`config.mk`:
```
export PLATFORM = sky130hd
export DESIGN_NAME = calc_entry_sequencer
export DESIGN_NICKNAME = d
export VERILOG_FILES = /design/src/rtl/calc_entry_sequencer.sv
export SDC_FILE = /design/constraint.sdc
export NUM_CORES = 1
export LEC_CHECK = 0
export CAP_MARGIN = 20
export CELL_PAD_IN_SITES_DETAIL_PLACEMENT = 1
export CELL_PAD_IN_SITES_GLOBAL_PLACEMENT = 2
export CORE_ASPECT_RATIO = 1.2
export CORE_MARGIN = 10
export CORE_UTILIZATION = 30
export CTS_BUF_LIST = sky130_fd_sc_hd__clkbuf_16
export DETAILED_ROUTE_END_ITERATION = 8
export PLACE_DENSITY = 0.85
export SYNTH_ARGS = -nofsm -noshare
export SYNTH_HDL_FRONTEND = slang
export SYNTH_SLANG_ARGS = --single-unit
```
`constraint.sdc`:
```
create_clock -name clk -period 2.3 [get_ports clk]
set_input_delay 0.345 -clock clk [delete_from_list [all_inputs] [get_ports clk]]
set_output_delay 0.345 -clock clk [all_outputs]
set_load 0.01 [all_outputs]
```
`src/rtl/calc_entry_sequencer.sv`:
```
// Calculator entry sequencer: gathers operand A, an operator and operand B from the keyboard,
// issues one ALU request, shows the result and can chain that result as the next operand A.
module calc_entry_sequencer #(
  parameter int unsigned DATA_W         = 8,
  parameter int unsigned OP_W           = 4,
  parameter int unsigned TIMEOUT_CYCLES = 1_000_000
) (
  input  logic              clk,
  input  logic              rst,
  input  logic              kb_valid,
  input  logic [DATA_W-1:0] kb_data,
  input  logic              kb_enter,
  input  logic              clr,
  input  logic              alu_ack,
  input  logic [DATA_W-1:0] alu_result,
  output logic              op_ctrl,
  output logic [DATA_W-1:0] operand_a,
  output logic [DATA_W-1:0] operand_b,
  output logic [OP_W-1:0]   alu_op,
  output logic              alu_req,
  output logic [DATA_W-1:0] disp_value,
  output logic              busy,
  output logic              err,
  output logic              bad_key,
  output logic [2:0]        state_o
);

  localparam int unsigned CntW = $clog2(TIMEOUT_CYCLES + 1);

  typedef enum logic [2:0] {
    StNumA = 3'd0,
    StOp   = 3'd1,
    StNumB = 3'd2,
    StReq  = 3'd3,
    StShow = 3'd4
  } state_e;

  state_e              state_q, state_d;
  logic [DATA_W-1:0]   operand_a_q, operand_a_d;
  logic [DATA_W-1:0]   operand_b_q, operand_b_d;
  logic [OP_W-1:0]     alu_op_q, alu_op_d;
  logic [DATA_W-1:0]   result_q, result_d;
  logic                has_a_q, has_a_d;
  logic                has_b_q, has_b_d;
  logic                err_q, err_d;
  logic [CntW-1:0]     cnt_q, cnt_d;
  logic                op_ctrl_q, op_ctrl_d;
  logic [DATA_W-1:0]   disp_q, disp_d;
  logic                alu_req_q, alu_req_d;
  logic                bad_key_q, bad_key_d;

  logic [OP_W-1:0]     key_op;
  logic                legal_op;
  logic                ack_hit;
  logic                timeout_hit;

  assign key_op   = kb_data[OP_W-1:0];
  assign legal_op = (key_op == OP_W'(4'hA)) || (key_op == OP_W'(4'hB)) ||
                    (key_op == OP_W'(4'hC)) || (key_op == OP_W'(4'hD));
  // An ack only counts while the request is actually visible to the ALU.
  assign ack_hit     = alu_req_q && alu_ack;
  // This is the TIMEOUT_CYCLES-th requested cycle without an ack; an ack here wins.
  assign timeout_hit = alu_req_q && !alu_ack && (cnt_q == CntW'(TIMEOUT_CYCLES - 1));

  // State and registered outputs.
  always_ff @(posedge clk) begin
    if (rst) begin
      state_q     <= StNumA;
      operand_a_q <= '0;
      operand_b_q <= '0;
      alu_op_q    <= '0;
      result_q    <= '0;
      has_a_q     <= 1'b0;
      has_b_q     <= 1'b0;
      err_q       <= 1'b0;
      cnt_q       <= '0;
      op_ctrl_q   <= 1'b0;
      disp_q      <= '0;
      alu_req_q   <= 1'b0;
      bad_key_q   <= 1'b0;
    end else begin
      state_q     <= state_d;
      operand_a_q <= operand_a_d;
      operand_b_q <= operand_b_d;
      alu_op_q    <= alu_op_d;
      result_q    <= result_d;
      has_a_q     <= has_a_d;
      has_b_q     <= has_b_d;
      err_q       <= err_d;
      cnt_q       <= cnt_d;
      op_ctrl_q   <= op_ctrl_d;
      disp_q      <= disp_d;
      alu_req_q   <= alu_req_d;
      bad_key_q   <= bad_key_d;
    end
  end

  // Next state plus operand/result capture; clr overrides everything.
  always_comb begin
    state_d     = state_q;
    operand_a_d = operand_a_q;
    operand_b_d = operand_b_q;
    alu_op_d    = alu_op_q;
    result_d    = result_q;
    has_a_d     = has_a_q;
    has_b_d     = has_b_q;
    err_d       = err_q;
    cnt_d       = '0;
    if (clr) begin
      state_d     = StNumA;
      operand_a_d = '0;
      operand_b_d = '0;
      alu_op_d    = '0;
      result_d    = '0;
      has_a_d     = 1'b0;
      has_b_d     = 1'b0;
      err_d       = 1'b0;
    end else begin
      case (state_q)
        StNumA: begin
          if (kb_valid) begin
            operand_a_d = kb_data;
            has_a_d     = 1'b1;
          end
          if (kb_enter && (has_a_q || kb_valid)) state_d = StOp;
        end
        StOp: begin
          if (kb_valid && legal_op) begin
            alu_op_d = key_op;
            state_d  = StNumB;
          end
        end
        StNumB: begin
          if (kb_valid) begin
            operand_b_d = kb_data;
            has_b_d     = 1'b1;
          end
          if (kb_enter && (has_b_q || kb_valid)) state_d = StReq;
        end
        StReq: begin
          cnt_d = cnt_q;
          if (ack_hit) begin
            result_d = alu_result;
            state_d  = StShow;
            cnt_d    = '0;
          end else if (timeout_hit) begin
            err_d    = 1'b1;
            result_d = '0;
            state_d  = StShow;
            cnt_d    = '0;
          end else if (alu_req_q) begin
            cnt_d = cnt_q + CntW'(1);
          end
        end
        StShow: begin
          // Enter chains the result; a bare number starts a fresh calculation.
          if (kb_enter) begin
            operand_a_d = result_q;
            has_a_d     = 1'b1;
            has_b_d     = 1'b0;
            err_d       = 1'b0;
            state_d     = StOp;
          end else if (kb_valid) begin
            operand_a_d = kb_data;
            has_a_d     = 1'b1;
            has_b_d     = 1'b0;
            err_d       = 1'b0;
            state_d     = StNumA;
          end
        end
        default: state_d = StNumA;
      endcase
    end
  end

  // Next values of the registered outputs, one cycle behind the state.
  always_comb begin
    op_ctrl_d = 1'b0;
    disp_d    = operand_a_q;
    alu_req_d = 1'b0;
    bad_key_d = 1'b0;
    if (clr) begin
      disp_d = '0;
    end else begin
      case (state_q)
        StNumA: disp_d = operand_a_q;
        StOp: begin
          op_ctrl_d = 1'b1;
          disp_d    = operand_a_q;
          bad_key_d = kb_valid && !legal_op;
        end
        StNumB: disp_d = operand_b_q;
        StReq: begin
          disp_d    = operand_b_q;
          alu_req_d = !(ack_hit || timeout_hit);
        end
        StShow: disp_d = result_q;
        default: disp_d = '0;
      endcase
    end
  end

  assign op_ctrl    = op_ctrl_q;
  assign operand_a  = operand_a_q;
  assign operand_b  = operand_b_q;
  assign alu_op     = alu_op_q;
  assign alu_req    = alu_req_q;
  assign disp_value = disp_q;
  assign busy       = (state_q == StReq);
  assign err        = err_q;
  assign bad_key    = bad_key_q;
  assign state_o    = state_q;

endmodule
```
After elaboration in Yosys (flattened, before gate mapping)
Index checks and enable logic that the tools add are counted.
{ "totals": {"ff_bits": 65, "word_cells": 91, "output_inout_bits": 36} }
{ "classes": {"eq_ne": 17, "n_mux": 25, "add_sub_neg": 1, "bitwise_logic": 2, "n_reduce_logical": 33} }
{ "ops": {"columns": ["cell", "count"], "rows": [
  ["$mux W8", 4],
  ["$pmux W8 S3", 1],
  ["$mux W3", 7],
  ["$add A20 B1 Y20 const B", 1],
  ["$eq A20 B20 Y1 const B", 1],
  ["$eq A4 B4 Y1 const B", 4],
  ["$pmux W8 S2", 1],
  ["$pmux W3 S5", 1],
  ["$ne A2 B2 Y1 const B", 5],
  ["$mux W1", 8],
  ["$reduce_bool A2 Y1", 4],
  ["$logic_and A1 B1 Y1", 7],
  ["$eq A3 B2 Y1 const B", 2],
  ["$logic_or A1 B1 Y1", 6],
  ["$pmux W1 S2", 3],
  ["$reduce_and A2 Y1", 3],
  ["$reduce_or A2 Y1", 3],
  ["$reduce_or A3 Y1", 2],
  ["$reduce_and A5 Y1", 1],
  ["$reduce_or A5 Y1", 1],
  ["$reduce_and A4 Y1", 1],
  ["$eq A3 B1 Y1 const B", 1],
  ["$eq A3 B3 Y1 const B", 1],
  ["$logic_not A1 Y1", 3],
  ["other kinds (6)", 7]
]} }

Depth between registers and ports, before layout
{ "depth": {"ltp_word": 7, "depth_mapped": 7, "mapped_depth_nobuf": 5} }

Worst setup path before layout
OpenSTA, ideal clock, no wires.
{ "synth_timing": {"path_type": "register to register", "start": "reg alu_req_q, in the netlist alu_req", "end": "reg result_q[0]", "synth_period_minus_slack_ps": 1818, "required_time_ps": 2183, "setup_ps": 117, "stages_incl_launch_ff": 8, "arrival_ps": 1701, "path_slack_ps": 482, "path_cell_list": "dfxtp_1 buf_4 and4_1 buf_6 nand4_1 or4_4 buf_6 a32o_1"} }
{ "synth_between": {"elab_chain_len": 4, "elab_cells_between_ends": 6, "classes_between": "1 x mux; 5 x reduce/logical"} }
{ "synth_rtl": {"columns": ["item", "line_no", "text"], "rows": [
  ["from (decl)", "49", "logic alu_req_q, alu_req_d;"],
  ["from (signal assigned)", "93", "alu_req_q <= alu_req_d;"],
  ["$logic_and A1 B1 Y1 (2 in a row)", "63", "assign timeout_hit = alu_req_q && !alu_ack && (cnt_q == CntW'(TIMEOUT_CYCLES - 1));"],
  ["$reduce_bool A2 Y1 (no source line)", null, null],
  ["$reduce_and A2 Y1 (no source line)", null, null],
  ["to (signal assigned)", "86", "result_q <= result_d;"],
  ["to (decl)", "42", "logic [DATA_W-1:0] result_q, result_d;"]
]} }
Several ways; a longest one is shown, not always the timed one.
A chain may end at the register's enable or synchronous reset.

Worst setup path after layout
{ "layout_timing": {"start": "reg state_q[0], in the netlist state_o[0]", "end": "out busy"} }
{ "layout_between": {"elab_chain_len": 1} }
{ "layout_rtl": {"columns": ["item", "line_no", "text"], "rows": [
  ["from (decl)", "38", "state_e state_q, state_d;"],
  ["from (signal assigned)", "68", "state_q <= StNumA;"],
  ["from (signal assigned)", "82", "state_q <= state_d;"],
  ["$eq A3 B2 Y1", "209", "assign busy = (state_q == StReq);"],
  ["to (decl)", "22", "output logic busy,"]
]} }
Every way passes these cells.

==> flow_metrics.env <==
export IMPL_crit_start="state_o[0]"
export IMPL_drc_errors=0
export IMPL_rr_worst_depth=5
export IMPL_cpMaxStageDelayCell="clkdlybuf4s50_1"
export IMPL_core_area_mm2=0.00947
export IMPL_max_stage_delay_ns=0.55
export IMPL_drt_vias_per_instance=5.25
export IMPL_cts_sinks=65
export IMPL_clockBufferDepth=2
export IMPL_critPathMaxFanout=10
export IMPL_vias=2678
export IMPL_regToRegStartpoint="cnt_q[0]"
export IMPL_syn_num_nets=347
export IMPL_post_cts_buffers=0
export IMPL_fillers=1134
export IMPL_path_clk_slew_ns=0.05
export IMPL_rows=39
export IMPL_gr_total_overflow=0
export IMPL_hold_violations=0
export IMPL_drv_cap=0
export IMPL_cts_inserted_buffers=9
export IMPL_p_leak_nw=1.32
export IMPL_drive_gt1_share_pct=9.30
export IMPL_routabilityCongestion=0.773
export IMPL_slew_headroom_pct=68.1
export IMPL_dpl_hpwl_mm=6.30
export IMPL_routed_wl_mm=8.65
export IMPL_wl_met3_um=511
export IMPL_setup_tns_ns=0
export IMPL_postRouteAntennaNets=0
export IMPL_grt_pass1_wl_mm=14.0
export IMPL_synth_simple_area_share_pct=24.2
export IMPL_antenna_found_initial=0
export IMPL_min_from="alu_op[2]"
export IMPL_tritoncts="done"
export IMPL_holdBufCountCts=0
export IMPL_cp_cell_sequence="nand3b_1 -> inv_1 -> clkdlybuf4s50_1"
export IMPL_dp_cells=494
export IMPL_rsz0062_at_grt="no"
export IMPL_cts_resized=0
export IMPL_track_usage_pct=12.7
export IMPL_synth_cell_types=39
export IMPL_slew_violations=0
export IMPL_yosysTopAreaCellShare_pct=45.1
export IMPL_routedWlPerCell_um=17.0
export IMPL_clk_latency_ns=0.33
export IMPL_criticalPathCategory="flop to output pin"
export IMPL_endpoint_kind="output pin"
export IMPL_timing_fmax_ghz=0.482
export IMPL_dieArea_mm2=0.0139
export IMPL_grt_max_degree=29
export IMPL_finalCriticalPeriod_ns=2.07
export IMPL_grt_pass1_vias=2665
export IMPL_fin_util_pct=41.2
export IMPL_synth_flop_cell="dfxtp_1"
export IMPL_min_path_type="flop to flop"
export IMPL_die_h_um=127
export IMPL_wl_met1_mm=3.74
export IMPL_required_ns=1.96
export IMPL_synth_xor_area_share_pct=3.65
export IMPL_drt_initial_drc_count=107
export IMPL_synth_cells=324
export IMPL_avgSynthCellArea_um2=8.90
export IMPL_synth_top_family_by_area="simple AND/OR/NAND/NOR gates"
export IMPL_cts_root_buffer="clkbuf_16"
export IMPL_fin_crit_sh_pct=90.2
export IMPL_antenna_cells=0
export IMPL_netlist_area_mm2=0.00288
export IMPL_final_cell_mix="dfxtp_1 (65), clkdlybuf4s50_1 (57), nor2_1 (49), o21ai_0 (27), a21oi_1 (24)"
export IMPL_start_kind="flop"
export IMPL_finalSetupViolations=0
export IMPL_start_util_pct=30.5
export IMPL_h_tree_depth=3
export IMPL_ir_worst_vdd_mv=0.396
export IMPL_dr_pass1_iters=4
export IMPL_instances_no_fill=510
export IMPL_wl_met2_mm=4.24
export IMPL_ys_seq_area_share_pct=45.1
export IMPL_synth_area_mux_share_pct=6.25
export IMPL_hold_depth=2
export IMPL_final_common_cell="dfxtp_1"
export IMPL_io_buffers=57
export IMPL_synth_area_leaders="dfxtp_1 (45%), nor2_1 (6.4%), mux2i_1 (6.3%)"
export IMPL_dr_max_layer_used="met4"
export IMPL_yosysTopAreaCell="dfxtp_1"
export IMPL_skew_ns=0.00400
export IMPL_yosys_area_share_adder_pct=0.434
export IMPL_async_flop_share_pct=0
export IMPL_die_w_um=109
export IMPL_io_pins=58
export IMPL_powerDensity_mw_per_mm2=725
export IMPL_yosysWarnings=0
export IMPL_synth_edf_count=0
export IMPL_cp_data_arrival_time_ns=1.73
export IMPL_area_growth_pct=35.2
export IMPL_fin_nets=405
export IMPL_synth_seq_cells=65
export IMPL_status="completed"
export IMPL_synth_compound_area_share_pct=14.9
export IMPL_tightest_slew_ns=0.477
## worst paths after layout
path	to	slack, ns
worst max register to register	result_q[3]	0.44
worst max-delay path	busy	0.23
worst min register to register	alu_op[2]	0.45
worst min-delay path	alu_op[2]	0.45
## where the power goes
part           leakage [nW]  switching (W)  internal [W]
registers             0.525     0.00000892       0.00114
clock network         0.158       0.000489       0.00105
logic                 0.641      0.0000690     0.0000738
## sequential cells by signal (all words and copies together), names as in the netlist
register and cells:
operand_b 8, bad_key 1, has_b_q 1, result_q 8, op_ctrl 1, alu_req 1
alu_op 4, has_a_q 1, operand_a 8, state_o 3, disp_value 8, err 1
cnt_q 20
## area by class of cell
cell class	instances	area, um^2	area share [%]
multi-input cells	233	1430	36.7
flip-flops and latches	65	1300	33.4
repair buffers	69	661	17.0
clock buffers	9	225	5.78
well taps	123	154	3.95
clock inverters	7	109	2.79
inverters	4	15.0	0.385
## kinds of logic (layout without fill, tap and decap cells)
family / count (synthesis) / in the layout
AOI/OAI and AO/OA: 73 / 73
DFF: 65 / 65
buffers and inverters: 26 / 89
muxes: 18 / 18
and+or+nand+nor: 129 / 129
xor gates and xnor gates: 12 / 12
adders and majority gates: 1 / 1
## stage by stage
stage,hold slack [ns],power [W],instance area (um^2),worst slack [ns]
floorplan,0.435,0.00123,2880,0.482
global placement,0.449,0.00131,3560,0.247
detailed placement,0.449,0.00131,3560,0.199
CTS,0.457,0.00286,3900,0.206
global route,0.472,0.00293,3900,0.102
finish,0.453,0.00282,3900,0.226
## cells in the mapped netlist (2+ instances only)
| cell | instances |
|---|---|
| a21oi_1 | 24 |
| a31oi_1 | 10 |
| a32o_1 | 8 |
| and2_1 | 2 |
| and3_1 | 6 |
| and3_2 | 7 |
| and4_1 | 5 |
| buf_2 | 3 |
| buf_4 | 2 |
| buf_6 | 5 |
| clkbuf_1 | 10 |
| dfxtp_1 | 65 |
| inv_1 | 4 |
| mux2i_1 | 18 |
| nand2_1 | 14 |
| nand3_1 | 6 |
| nand3b_1 | 9 |
| nand4_1 | 10 |
| nor2_1 | 49 |
| nor3_1 | 2 |
| nor4_1 | 2 |
| nor4b_1 | 2 |
| nor4bb_1 | 3 |
| o21ai_0 | 27 |
| or3_1 | 7 |
| xnor2_1 | 4 |
| xor2_1 | 8 |
## metal layers
layer	global-route usage [%]	vias up
met4	5.67	0
met3	3.37	14
met5	0	-
li1	-	1286
met1	15.1	1318
met2	20.8	60
## critical path: cells and delay by family (launching register included)
kind          cells  cell delay [ns]
simple gates      1             0.20
buf+inv           2             0.68
flops             1             0.52
(Power assumes the default switching activity.)
